File: src/rtl/issue_ctrl_pkg.sv
// rtl/issue_ctrl_pkg.sv - shared types and control constants for the decode-stage issue controller
package issue_ctrl_pkg;

    localparam int REG_AW = 5;
    localparam int INFL_W = 2;

    typedef enum logic [1:0] {
        RUN    = 2'd0,
        FREEZE = 2'd1,
        DRAIN  = 2'd2
    } issue_state_t;

    typedef struct packed {
        logic stall_f;
        logic stall_d;
        logic bubble_e;
        logic flush_d;
        logic freeze;
    } hazard_ctl_t;

    localparam hazard_ctl_t CTL_NONE   = '{stall_f: 1'b0, stall_d: 1'b0, bubble_e: 1'b0, flush_d: 1'b0, freeze: 1'b0};
    localparam hazard_ctl_t CTL_STALL  = '{stall_f: 1'b1, stall_d: 1'b1, bubble_e: 1'b1, flush_d: 1'b0, freeze: 1'b0};
    localparam hazard_ctl_t CTL_FREEZE = '{stall_f: 1'b1, stall_d: 1'b1, bubble_e: 1'b0, flush_d: 1'b0, freeze: 1'b1};
    localparam hazard_ctl_t CTL_FLUSH  = '{stall_f: 1'b0, stall_d: 1'b0, bubble_e: 1'b1, flush_d: 1'b1, freeze: 1'b0};
    localparam hazard_ctl_t CTL_RESET  = '{stall_f: 1'b0, stall_d: 1'b0, bubble_e: 1'b0, flush_d: 1'b1, freeze: 1'b0};

endpackage

File: src/rtl/issue_ctrl_scoreboard.sv
// rtl/issue_ctrl_scoreboard.sv - per-register pending-write counters, RAW lookup and in-flight count
module issue_ctrl_scoreboard
    import issue_ctrl_pkg::*;
#(
    parameter int NREG      = 32,
    parameter int CNT_W     = 2,
    parameter bit WB_BYPASS = 1'b1
) (
    input  logic              clk,
    input  logic              reset,
    input  logic              hold_i,
    input  logic [REG_AW-1:0] ra1_i,
    input  logic [REG_AW-1:0] ra2_i,
    input  logic              inc_en_i,
    input  logic [REG_AW-1:0] inc_dst_i,
    input  logic              dec_en_i,
    input  logic [REG_AW-1:0] dec_dst_i,
    output logic              haz1_o,
    output logic              haz2_o,
    output logic [INFL_W-1:0] inflight_o
);

    localparam logic [CNT_W-1:0]  CNT_MAX  = '1;
    localparam logic [INFL_W-1:0] INFL_MAX = '1;

    logic [CNT_W-1:0]  cnt_q [NREG];
    logic [CNT_W-1:0]  cnt_d [NREG];
    logic [INFL_W-1:0] inflight_q, inflight_d;
    logic              inc_any, dec_any;
    logic              cnt_err, infl_err;

    assign inc_any = inc_en_i && (inc_dst_i != '0);
    assign dec_any = dec_en_i && (dec_dst_i != '0);

    // A writer whose last pending copy retires this cycle is already visible
    // to a write-before-read register file, so it no longer blocks the reader.
    always_comb begin
        haz1_o = 1'b0;
        haz2_o = 1'b0;
        for (int r = 1; r < NREG; r++) begin
            if (cnt_q[r] != '0 &&
                !(WB_BYPASS && cnt_q[r] == CNT_W'(1) && dec_any && dec_dst_i == REG_AW'(r))) begin
                if (ra1_i == REG_AW'(r)) haz1_o = 1'b1;
                if (ra2_i == REG_AW'(r)) haz2_o = 1'b1;
            end
        end
    end

    always_comb begin
        cnt_err  = 1'b0;
        cnt_d[0] = '0;
        for (int r = 1; r < NREG; r++) begin
            cnt_d[r] = cnt_q[r];
            if (inc_any && inc_dst_i == REG_AW'(r) && !(dec_any && dec_dst_i == REG_AW'(r))) begin
                if (cnt_q[r] == CNT_MAX) cnt_err = 1'b1;
                else                     cnt_d[r] = cnt_q[r] + CNT_W'(1);
            end else if (dec_any && dec_dst_i == REG_AW'(r) && !(inc_any && inc_dst_i == REG_AW'(r))) begin
                if (cnt_q[r] == '0) cnt_err = 1'b1;
                else                cnt_d[r] = cnt_q[r] - CNT_W'(1);
            end
        end
    end

    always_comb begin
        infl_err   = 1'b0;
        inflight_d = inflight_q;
        if (inc_any && !dec_any) begin
            if (inflight_q == INFL_MAX) infl_err = 1'b1;
            else                        inflight_d = inflight_q + INFL_W'(1);
        end else if (dec_any && !inc_any) begin
            if (inflight_q == '0) infl_err = 1'b1;
            else                  inflight_d = inflight_q - INFL_W'(1);
        end
    end

    always_ff @(posedge clk) begin
        if (reset) begin
            for (int r = 0; r < NREG; r++) cnt_q[r] <= '0;
            inflight_q <= '0;
        end else if (!hold_i) begin
            cnt_q      <= cnt_d;
            inflight_q <= inflight_d;
        end
    end

    always_ff @(posedge clk) begin
        if (!reset && !hold_i) begin
            assert (!(cnt_err || infl_err));
        end
    end

    assign inflight_o = inflight_q;

endmodule

File: src/rtl/issue_ctrl.sv
// rtl/issue_ctrl.sv - decode-stage issue controller: RAW stalls, redirect flush, memory freeze, serial drain
module issue_ctrl
    import issue_ctrl_pkg::*;
#(
    parameter int NREG      = 32,
    parameter int CNT_W     = 2,
    parameter bit WB_BYPASS = 1'b1
) (
    input  logic              clk,
    input  logic              reset,
    input  logic              d_valid,
    input  logic [REG_AW-1:0] d_ra1,
    input  logic [REG_AW-1:0] d_ra2,
    input  logic              d_use1,
    input  logic              d_use2,
    input  logic [REG_AW-1:0] d_dst,
    input  logic              d_wr,
    input  logic              d_serial,
    input  logic              e_redirect,
    input  logic              dmem_busy,
    input  logic              wb_valid,
    input  logic [REG_AW-1:0] wb_dst,
    input  logic              wb_wr,
    output logic              stall_f,
    output logic              stall_d,
    output logic              bubble_e,
    output logic              flush_d,
    output logic              freeze,
    output logic              issue,
    output logic [INFL_W-1:0] inflight
);

    issue_state_t      state_q, saved_q, eff_state;
    hazard_ctl_t       ctl;
    logic              haz1, haz2;
    logic              raw_stall, serial_wait, issue_w;
    logic [INFL_W-1:0] sb_inflight;

    issue_ctrl_scoreboard #(
        .NREG      (NREG),
        .CNT_W     (CNT_W),
        .WB_BYPASS (WB_BYPASS)
    ) u_scoreboard (
        .clk        (clk),
        .reset      (reset),
        .hold_i     (dmem_busy),
        .ra1_i      (d_ra1),
        .ra2_i      (d_ra2),
        .inc_en_i   (issue_w && d_wr),
        .inc_dst_i  (d_dst),
        .dec_en_i   (wb_valid && wb_wr),
        .dec_dst_i  (wb_dst),
        .haz1_o     (haz1),
        .haz2_o     (haz2),
        .inflight_o (sb_inflight)
    );

    // FREEZE only remembers where to resume; the cycle busy drops already behaves as that state.
    assign eff_state = (state_q == FREEZE) ? saved_q : state_q;

    assign serial_wait = (eff_state == DRAIN) ? (sb_inflight != '0)
                                              : (d_valid && d_serial && sb_inflight != '0);
    assign raw_stall   = d_valid && ((d_use1 && haz1) || (d_use2 && haz2));

    always_comb begin
        ctl     = CTL_NONE;
        issue_w = 1'b0;
        if (reset) begin
            ctl = CTL_RESET;
        end else if (dmem_busy) begin
            ctl = CTL_FREEZE;
        end else if (e_redirect) begin
            ctl = CTL_FLUSH;
        end else if (serial_wait || raw_stall) begin
            ctl = CTL_STALL;
        end else begin
            issue_w = d_valid;
        end
    end

    always_ff @(posedge clk) begin
        if (reset) begin
            state_q <= RUN;
            saved_q <= RUN;
        end else if (dmem_busy) begin
            state_q <= FREEZE;
            saved_q <= eff_state;
        end else if (e_redirect) begin
            state_q <= RUN;
            saved_q <= RUN;
        end else begin
            saved_q <= RUN;
            case (eff_state)
                DRAIN:   state_q <= (sb_inflight == '0) ? RUN : DRAIN;
                default: state_q <= (d_valid && d_serial && sb_inflight != '0) ? DRAIN : RUN;
            endcase
        end
    end

    assign stall_f  = ctl.stall_f;
    assign stall_d  = ctl.stall_d;
    assign bubble_e = ctl.bubble_e;
    assign flush_d  = ctl.flush_d;
    assign freeze   = ctl.freeze;
    assign issue    = issue_w;
    assign inflight = reset ? '0 : sb_inflight;

endmodule

File: config.mk
export PLATFORM = sky130hd
export DESIGN_NAME = issue_ctrl
export DESIGN_NICKNAME = d
export VERILOG_FILES = /design/src/rtl/issue_ctrl_pkg.sv /design/src/rtl/issue_ctrl_scoreboard.sv /design/src/rtl/issue_ctrl.sv
export SDC_FILE = /design/constraint.sdc
export NUM_CORES = 1
export LEC_CHECK = 0
export CAP_MARGIN = 30
export CORE_ASPECT_RATIO = 0.7
export CORE_MARGIN = 5
export CORE_UTILIZATION = 59
export DETAILED_ROUTE_END_ITERATION = 16
export PLACE_DENSITY_LB_ADDON = 0.3
export SETUP_SLACK_MARGIN = 0.02
export SYNTH_ARGS = -nofsm -noshare
export SYNTH_HDL_FRONTEND = slang
export SYNTH_HIERARCHICAL = 1
export SYNTH_SLANG_ARGS = --single-unit
File: constraint.sdc
create_clock -name clk -period 14.2 [get_ports clk]
set_clock_uncertainty 0.2 [all_clocks]
set_input_delay 3.55 -clock clk [delete_from_list [all_inputs] [get_ports clk]]
set_output_delay 3.55 -clock clk [all_outputs]
set_load 0.1 [all_outputs]
==> impl_metrics.yaml, run 1 <==
synthesis:
  yosys_register_bits: 68
  synthesis.area_mm2: 0.00652
  synth_ff_type: "dfxtp_1"
  syn_nets: 1010
  ys_top_cells_by_count: "184 x nor2_1, 125 x ha_1, 83 x nand2_1"
  yosys.cell_types.count: 64
  avgSynthCellArea_um2: 7.63
  async_flop_share_pct: 0
  synth_edf_count: 0
  yosysSeqAreaShare_pct: 20.9
  synthTopCellsByArea: "ha_1 24%, dfxtp_1 21%, nor2_1 11%, mux2i_1 5.1%, nand2_1 4.8%"
  netlist.area_leader.share_pct: 24.0
  ys_warn_count: 6
  synth_area_leader_cell: "ha_1"
  synthMostInstantiatedCell: "nor2_1"
  synthCells: 854
sta:
  period_needed_ps: 11390
  rsz0062_at_grt: "false"
  hold_slack_ps: 303
  setup_tns_ps: 0
  slew_viol_final: 0
  setup_viol_count_final: 0
  finalWorstSetupSlack_ps: 2810
  fin_crit_sh_pct: 80.2
  finalHoldViolCount: 0
  tightest_slew_ps: 978
  slew_headroom_pct: 34.6
  fmax_ghz: 0.0878
worst_hold_path:
  hold_class: "reg -> reg"
  hp-start: "state_q[0]$_SDFF_PP0_"
  hold_path_depth: 2
setup_path:
  r2r-start: "u_scoreboard/cnt_q[44]$_SDFFE_PP0P_"
  ff2ff_path_depth: 19
  cp-end-kind: "primary output"
  critPathKind: "in -> out"
  cp_num_cells: 11
  arrival_ps: 7640
  worst-path-buf-inv: 2
  r2r_setup_slack_ps: 9850
  cp_max_fo: 16
  crit_family: "buffers and inverters"
  required_ps: 10450
  crit_chain: "clkdlybuf4s50_1, and2_1, a31oi_1, a21o_1, a2111oi_1, o2111ai_1, a2bb2oi_1, a22o_1, nor3b_1, and2_1, clkdlybuf4s50_1"
  crit_path_start: "wb_dst[3]"
  cpPeakStageDelay_ps: 1130
  cp_slowest_cell: "clkdlybuf4s50_1"
  crit_path_start_kind: "input pin"
clock_network:
  postCtsSetupBuffers: 0
  ctsRootBufferMaster: "clkbuf_16"
  clk_pin_slew_worst_paths_ps: 60
  cts_inserted_buffers: 9
  htreeDepth: 3
  ctsResizeCount: 0
  clk_latency_ps: 340
  cts_buffer_depth: 2
  cts_tree: "built"
  cts.sinks: 68
  ctsHoldBuffers: 0
drt:
  wl_per_cell_um: 18.1
  num_vias: 5912
  vias_per_cell: 5.77
  drc: 0
  first_iter_violations: 572
  dr.pass1.iters: 5
  routed_wl_mm: 18.5
  ant_nets: 0
global_routing:
  grt_max_degree: 71
  grt_use_total_pct: 27.8
  grt_pass1_wl_mm: 29.7
  grt_pass1_vias: 5712
  overflow: 0
  antenna_found_initial: 0
die:
  fp.dieW_um: 136
  start_util_pct: 59.9
  die_h_um: 97.9
  core_area_mm2: 0.0109
  dieArea_mm2: 0.0133
  rows: 32
  io_pins: 39
final_layout:
  fillers: 934
  nets: 1025
  finalCoreUtilization_pct: 66.2
  layout-drive-gt1-share_pct: 3.10
  syn2layout_area_growth_pct: 10.7
  antenna_cells: 0
power:
  fin_total_pwr_mw: 0.459
  ir_drop_mv: 0.0491
  p_per_area_mw_per_mm2: 63.7
  p_leak_nw: 3.14
placement:
  dp_hpwl_mm: 14.1
  place_ws_ps: 2850
  place_congestion: 0.979
  port_buffers: 38
run:
  drv_cap: 0
status:
  status: "finished, final reports clean"
-- cells in the final DEF (no fill, tap or decap), types with 6 or more instances in the layout --
master,Yosys,final
clkbuf_16,0,9
clkdlybuf4s50_1,0,36
a21oi_1,45,45
nand2_1,83,83
inv_1,70,70
xnor2_1,31,31
a31oi_1,23,23
o21ai_0,6,6
mux2i_1,33,33
xor2_1,31,31
nand3_1,8,8
nor2_1,184,184
ha_1,125,125
nor4_1,7,7
nand2b_1,9,9
and3_1,8,8
nor2b_1,11,11
dfxtp_1,68,68
-- routing by layer --
layer	track usage, %	vias up	part of all wire [%]
met2	43.7	225	44
met3	6.69	24	8.6
li1	-	2876	-
met5	0	-	0
met1	38.4	2787	46
met4	7.36	0	1.4
-- path summary, 6_finish.rpt --
path / to
worst max-delay path: issue
worst min-delay path: saved_q[0]$_SDFF_PN0_
worst max register to register: u_scoreboard/cnt_q[40]$_SDFFE_PP0P_
worst min register to register: saved_q[0]$_SDFF_PN0_
-- registers in the layout, summed over array words and instances, names as in the netlist --
name and flops:
state_q 2, saved_q 2, u_scoreboard/cnt_q 62, u_scoreboard/inflight_o 2
-- worst reg2reg max path, delay by kind of cell (launching register included) --
family	cells	cell delay, ps
DFF	1	370
and+or+nand+nor	9	1820
buffers and inverters	1	90
muxes	1	160
AOI/OAI and AO/OA	5	900
xor gates and xnor gates	1	170
adders and majority gates	2	510
-- where the power goes --
group / internal (mW) / switching (mW) / total [mW]
registers: 0.191 / 0.000143 / 0.191
logic: 0.0155 / 0.0363 / 0.0518
clock network: 0.133 / 0.0828 / 0.216
-- metrics by stage --
stage | area [um^2] | std cells
2_1_floorplan | 6520 | 854
3_3_place_gp | 6940 | 1011
3_5_place_dp | 6940 | 1011
4_1_cts | 7210 | 1025
5_1_grt | 7210 | 1025
6_report | 7210 | 1025
-- layout make-up --
| class | count | area [um^2] | share of cell area [%] |
|---|---|---|---|
| inverter | 70 | 263 | 3.64 |
| clock buffer | 11 | 233 | 3.23 |
| tap | 153 | 191 | 2.65 |
| timing repair buffer | 42 | 400 | 5.55 |
| sequential | 68 | 1360 | 18.9 |
| clock inverter | 3 | 40.0 | 0.555 |
| multi-input combinational | 678 | 4730 | 65.5 |
-- kinds of logic after synthesis --
family                   synth area share, %
AND/OR/NAND/NOR                         23.4
multiplexers                            5.24
XOR/XNOR                                8.33
AO/OA/AOI/OAI                           11.5
adder cells (fa/ha/maj)                 24.0
buffers and inverters                   6.62
flip-flops                              20.9
Power figures use the tool's default switching activity.
==> run 2: changes to the inputs <==
clock period = 11.6 ns   (was 14.2 ns; I/O delays follow)
==> run 2 against run 1 <==
  * Sequential share of layout area down 0.055 points
  * Clock-buffer cell count shrank 1
  * Via count up 1.4%
  * Flip-flop and latch count is the same
  * Critical path type unchanged
  * Highest routed layer unchanged
==> impl_metrics.yaml, run 2 (synthesis results as in run 1) <==
drt:
  ant_nets: 0
  vias_per_cell: 5.84
  num_vias: 5993
  first_iter_violations: 594
  routed_wl_mm: 19.0
  wl_per_cell_um: 18.5
  dr.pass1.iters: 5
  drc: 0
die:
  io_pins: 39
  start_util_pct: 59.9
  fp.dieW_um: 136
  die_h_um: 97.9
  rows: 32
  core_area_mm2: 0.0109
  dieArea_mm2: 0.0133
sta:
  fin_crit_sh_pct: 88.6
  fmax_ghz: 0.0973
  slew_headroom_pct: 35.2
  period_needed_ps: 10280
  slew_viol_final: 0
  setup_tns_ps: 0
  rsz0062_at_grt: "false"
  hold_slack_ps: 300
  finalHoldViolCount: 0
  tightest_slew_ps: 970
  setup_viol_count_final: 0
power:
  p_per_area_mw_per_mm2: 79.5
  ir_drop_mv: 0.0665
  p_leak_nw: 3.15
global_routing:
  grt_pass1_wl_mm: 30.0
  overflow: 0
  grt_use_total_pct: 28.5
  antenna_found_initial: 0
  grt_max_degree: 71
  grt_pass1_vias: 5955
setup_path:
  cp_max_fo: 16
  crit_path_start_kind: "input pin"
  required_ps: 8500
  crit_chain: "clkdlybuf4s50_1, and2_1, a31oi_1, a22oi_1, nand4_1, nor4_1, a2bb2oi_1, a22o_1, nor3b_1, and2_1, clkdlybuf4s50_1"
  cp-end-kind: "primary output"
  cp_slowest_cell: "clkdlybuf4s50_1"
  critPathKind: "in -> out"
  arrival_ps: 7180
  cpPeakStageDelay_ps: 1130
final_layout:
  top_register: "u_scoreboard/cnt_q"
  layout-drive-gt1-share_pct: 3.43
  antenna_cells: 0
  nets: 1025
  syn2layout_area_growth_pct: 11.0
  final_common_cell: "nor2_1"
  largest_register_ffs: 62
  final_cell_mix: "184 x nor2_1, 125 x ha_1, 83 x nand2_1"
clock_network:
  ctsResizeCount: 0
  cts_buffer_depth: 2
  ctsHoldBuffers: 0
  postCtsSetupBuffers: 0
  ctsRootBufferMaster: "clkbuf_16"
  htreeDepth: 3
  cts_tree: "built"
  cts.sinks: 68
  clk_latency_ps: 340
  cts_inserted_buffers: 9
  clk_pin_slew_worst_paths_ps: 60
placement:
  dp_hpwl_mm: 14.3
  port_buffers: 38
  place_congestion: 1.07
status:
  status: "finished, final reports clean"
run:
  drv_cap: 0
worst_hold_path:
  hold_class: "reg -> reg"
==> run 2: changes by cell type in the layout (fill, tap and decap cells not counted), sizes merged <==
cell / delta
clkinv: +2
clkinvlp: +1
clkbuf: -1
==> run 2: layout make-up <==
cell class,count,area [um^2]
Timing Repair Buffer,42,400
Tap cell,153,191
Clock inverter,6,65.1
Inverter,70,263
Sequential cell,68,1360
Clock buffer,10,229
Multi-Input combinational cell,678,4730
Fill cell,928,3650
==> run 2: critical path: cells and delay by family <==
kind | cells | cell delay, ps
buffers and inverters | 2 | 1660
AO/OA/AOI/OAI | 4 | 930
AND/OR/NAND/NOR | 5 | 1680
==> run 2: power breakdown <==
group          internal, mW  leakage (nW)  switching (mW)
registers             0.234         0.548        0.000179
logic                0.0190          2.46          0.0452
clock network         0.167         0.142           0.111
total                 0.419          3.15           0.156
==> run 2: worst paths after layout <==
check	from	end	slack, ps	cells past startpoint
worst min-delay path	state_q[0]$_SDFF_PP0_	saved_q[0]$_SDFF_PN0_	300	2
worst max register to register	u_scoreboard/cnt_q[2]$_SDFFE_PP0P_	u_scoreboard/cnt_q[50]$_SDFFE_PP0P_	7140	18
worst min register to register	state_q[0]$_SDFF_PP0_	saved_q[0]$_SDFF_PN0_	300	2
worst max-delay path	wb_dst[3]	issue	1320	11
==> run 2: per-stage QoR <==
step | total power, mW | std cells | setup WS, ps | area [um^2] | util, %
finish | 0.575 | 1027 | 1320 | 7240 | 66.4
global route | 0.595 | 1027 | 1200 | 7240 | 66.4
CTS | 0.577 | 1027 | 1350 | 7240 | 66.4
detailed placement | 0.302 | 1011 | 1390 | 6940 | 63.7
global placement | 0.302 | 1011 | 1540 | 6940 | 63.7
floorplan | 0.275 | 854 | 1700 | 6520 | -
==> run 2: routing by layer <==
metal,track usage (%),part of all wire [%],vias up
met1,38.0,45,2840
li1,-,-,2875
met4,8.29,2.3,0
met3,7.00,8.3,43
met2,45.7,44,235
met5,0,0,-
==> run 3: changes to the inputs <==
CORE_UTILIZATION = 43   (was 59)
==> run 3 against run 2 <==
  * Largest power group unchanged
  * Critical path depth unchanged
  * Setup slack improved by 330 ps
  * Register-to-register slack improved by 40 ps
  * Global-route usage decreased by 9.5 points
  * Via count decreased by 4.7%
  * Clock-buffer cell count unchanged
  * Routed wire length decreased by 12%
  * Highest routed layer unchanged
  * Cell count increased by 4.2%
  * Critical path type unchanged
  * Combinational power decreased by 3.4%
  * Sequential power about the same
  * Clock power increased by 34%
  * Final area increased by 2.3%
==> impl_metrics.yaml, run 3 (synthesis results as in run 1) <==
status:
  status: "finished, final reports clean"
power:
  seq_power_share_pct: 35.0
  clkPwrFrac_pct: 55.7
  swShare_pct: 23.1
  fin_total_pwr_mw: 0.667
  p_per_area_mw_per_mm2: 90.2
  combPwrFrac_pct: 9.3
  ir_drop_mv: 0.0756
  p_leak_nw: 3.21
  p_switching_mw: 0.154
  p_int_mw: 0.513
die:
  rows: 37
  fp.dieW_um: 157
  die_h_um: 113
  dieArea_mm2: 0.0178
  core_area_mm2: 0.0148
  start_util_pct: 44.1
  io_pins: 39
drt:
  wl_per_cell_um: 15.7
  vias_per_cell: 5.34
  dr.pass1.iters: 5
  ant_nets: 0
  num_vias: 5711
  routed_wl_mm: 16.8
  drc: 0
  first_iter_violations: 448
final_layout:
  final_common_cell: "nor2_1"
  fin_area_mm2: 0.00740
  finalCoreUtilization_pct: 50.1
  final_cell_mix: "184 x nor2_1, 125 x ha_1, 83 x nand2_1"
  layout-drive-gt1-share_pct: 3.66
  largest_register_ffs: 62
  multi_input_area_mm2: 0.00473
  fin_cells: 1070
  fillers: 1414
  seqCellArea_mm2: 0.00136
  nets: 1026
  syn2layout_area_growth_pct: 13.6
  antenna_cells: 0
  top_register: "u_scoreboard/cnt_q"
setup_path:
  required_ps: 8500
  cpPeakStageDelay_ps: 1170
  cp-end-kind: "primary output"
  cp_slowest_cell: "clkdlybuf4s50_1"
  crit_path_start_kind: "input pin"
  arrival_ps: 6860
  crit_chain: "clkdlybuf4s50_1, or4b_2, a21oi_1, a31oi_1, nand4_1, o311ai_0, a31oi_1, a22o_1, a21oi_1, a211oi_1, clkdlybuf4s50_1"
  cp_max_fo: 20
  critPathKind: "in -> out"
sta:
  setup_tns_ps: 0
  period_needed_ps: 9960
  tightest_slew_ps: 975
  rsz0062_at_grt: "false"
  slew_viol_final: 0
  slew_headroom_pct: 34.8
  fin_crit_sh_pct: 85.8
  setup_viol_count_final: 0
  fmax_ghz: 0.100
  finalHoldViolCount: 0
clock_network:
  ctsRootBufferMaster: "clkbuf_16"
  cts.sinks: 68
  htreeDepth: 3
  cts_tree: "built"
  postCtsSetupBuffers: 0
  clk_latency_ps: 340
  ctsHoldBuffers: 0
  cts_buffer_depth: 2
  ctsResizeCount: 0
  cts_inserted_buffers: 9
  clk_pin_slew_worst_paths_ps: 60
placement:
  placed_cells: 1054
  dp_hpwl_mm: 12.6
  place_congestion: 1.03
  port_buffers: 38
  placed_area_mm2: 0.00700
global_routing:
  overflow: 0
  grt_max_degree: 71
  grt_pass1_wl_mm: 27.1
  antenna_found_initial: 0
  grt_use_total_pct: 19.0
  grt_pass1_vias: 5254
run:
  drv_cap: 0
worst_hold_path:
  hold_class: "reg -> reg"
[run 3: per-stage QoR]
stage	hold WS, ps	setup WS, ps
2_1_floorplan	255	1700
3_3_place_gp	275	1660
3_5_place_dp	288	1720
4_1_cts	298	1710
5_1_grt	326	1460
6_report	289	1640
[run 3: final timing paths]
path,slack [ps],depth (start not counted),end,start
hold reg to reg,290,2,saved_q[0]$_SDFF_PN0_,state_q[0]$_SDFF_PP0_
hold / removal,290,2,saved_q[0]$_SDFF_PN0_,state_q[0]$_SDFF_PP0_
setup / recovery,1640,11,bubble_e,d_ra2[2]
setup reg to reg,7180,18,u_scoreboard/cnt_q[49]$_SDFFE_PP0P_,u_scoreboard/cnt_q[33]$_SDFFE_PP0P_
[run 3: power by group through the flow]
stage | sequential, mW | combinational (mW) | clock (mW)
2_1_floorplan | 0.239 | 0.0358 | 0
3_3_place_gp | 0.239 | 0.0614 | 0
3_5_place_dp | 0.239 | 0.0609 | 0
4_1_cts | 0.234 | 0.0611 | 0.379
5_1_grt | 0.234 | 0.0656 | 0.389
6_report | 0.234 | 0.0620 | 0.371
[run 3: worst max-delay path, delay by kind of cell]
kind / cells / cell delay, ps
buf+inv: 2 / 1930
compound gates: 7 / 1160
simple gates: 2 / 870
[run 3: layout make-up]
class,instances,share of cell area [%]
Clock buffer,10,3.23
Clock inverter,6,2.15
Inverter,70,3.55
Multi-Input combinational cell,678,63.8
Sequential cell,68,18.4
Tap cell,195,3.30
Timing Repair Buffer,43,5.54
[run 3: per-layer routing]
| metal | global-route usage [%] | vias to the layer above | part of all wire [%] |
|---|---|---|---|
| met5 | 0 | - | 0 |
| met4 | 5.33 | 0 | 1.8 |
| met3 | 4.93 | 29 | 8.6 |
| met2 | 26.8 | 214 | 40 |
| met1 | 28.3 | 2587 | 50 |
| li1 | - | 2881 | - |
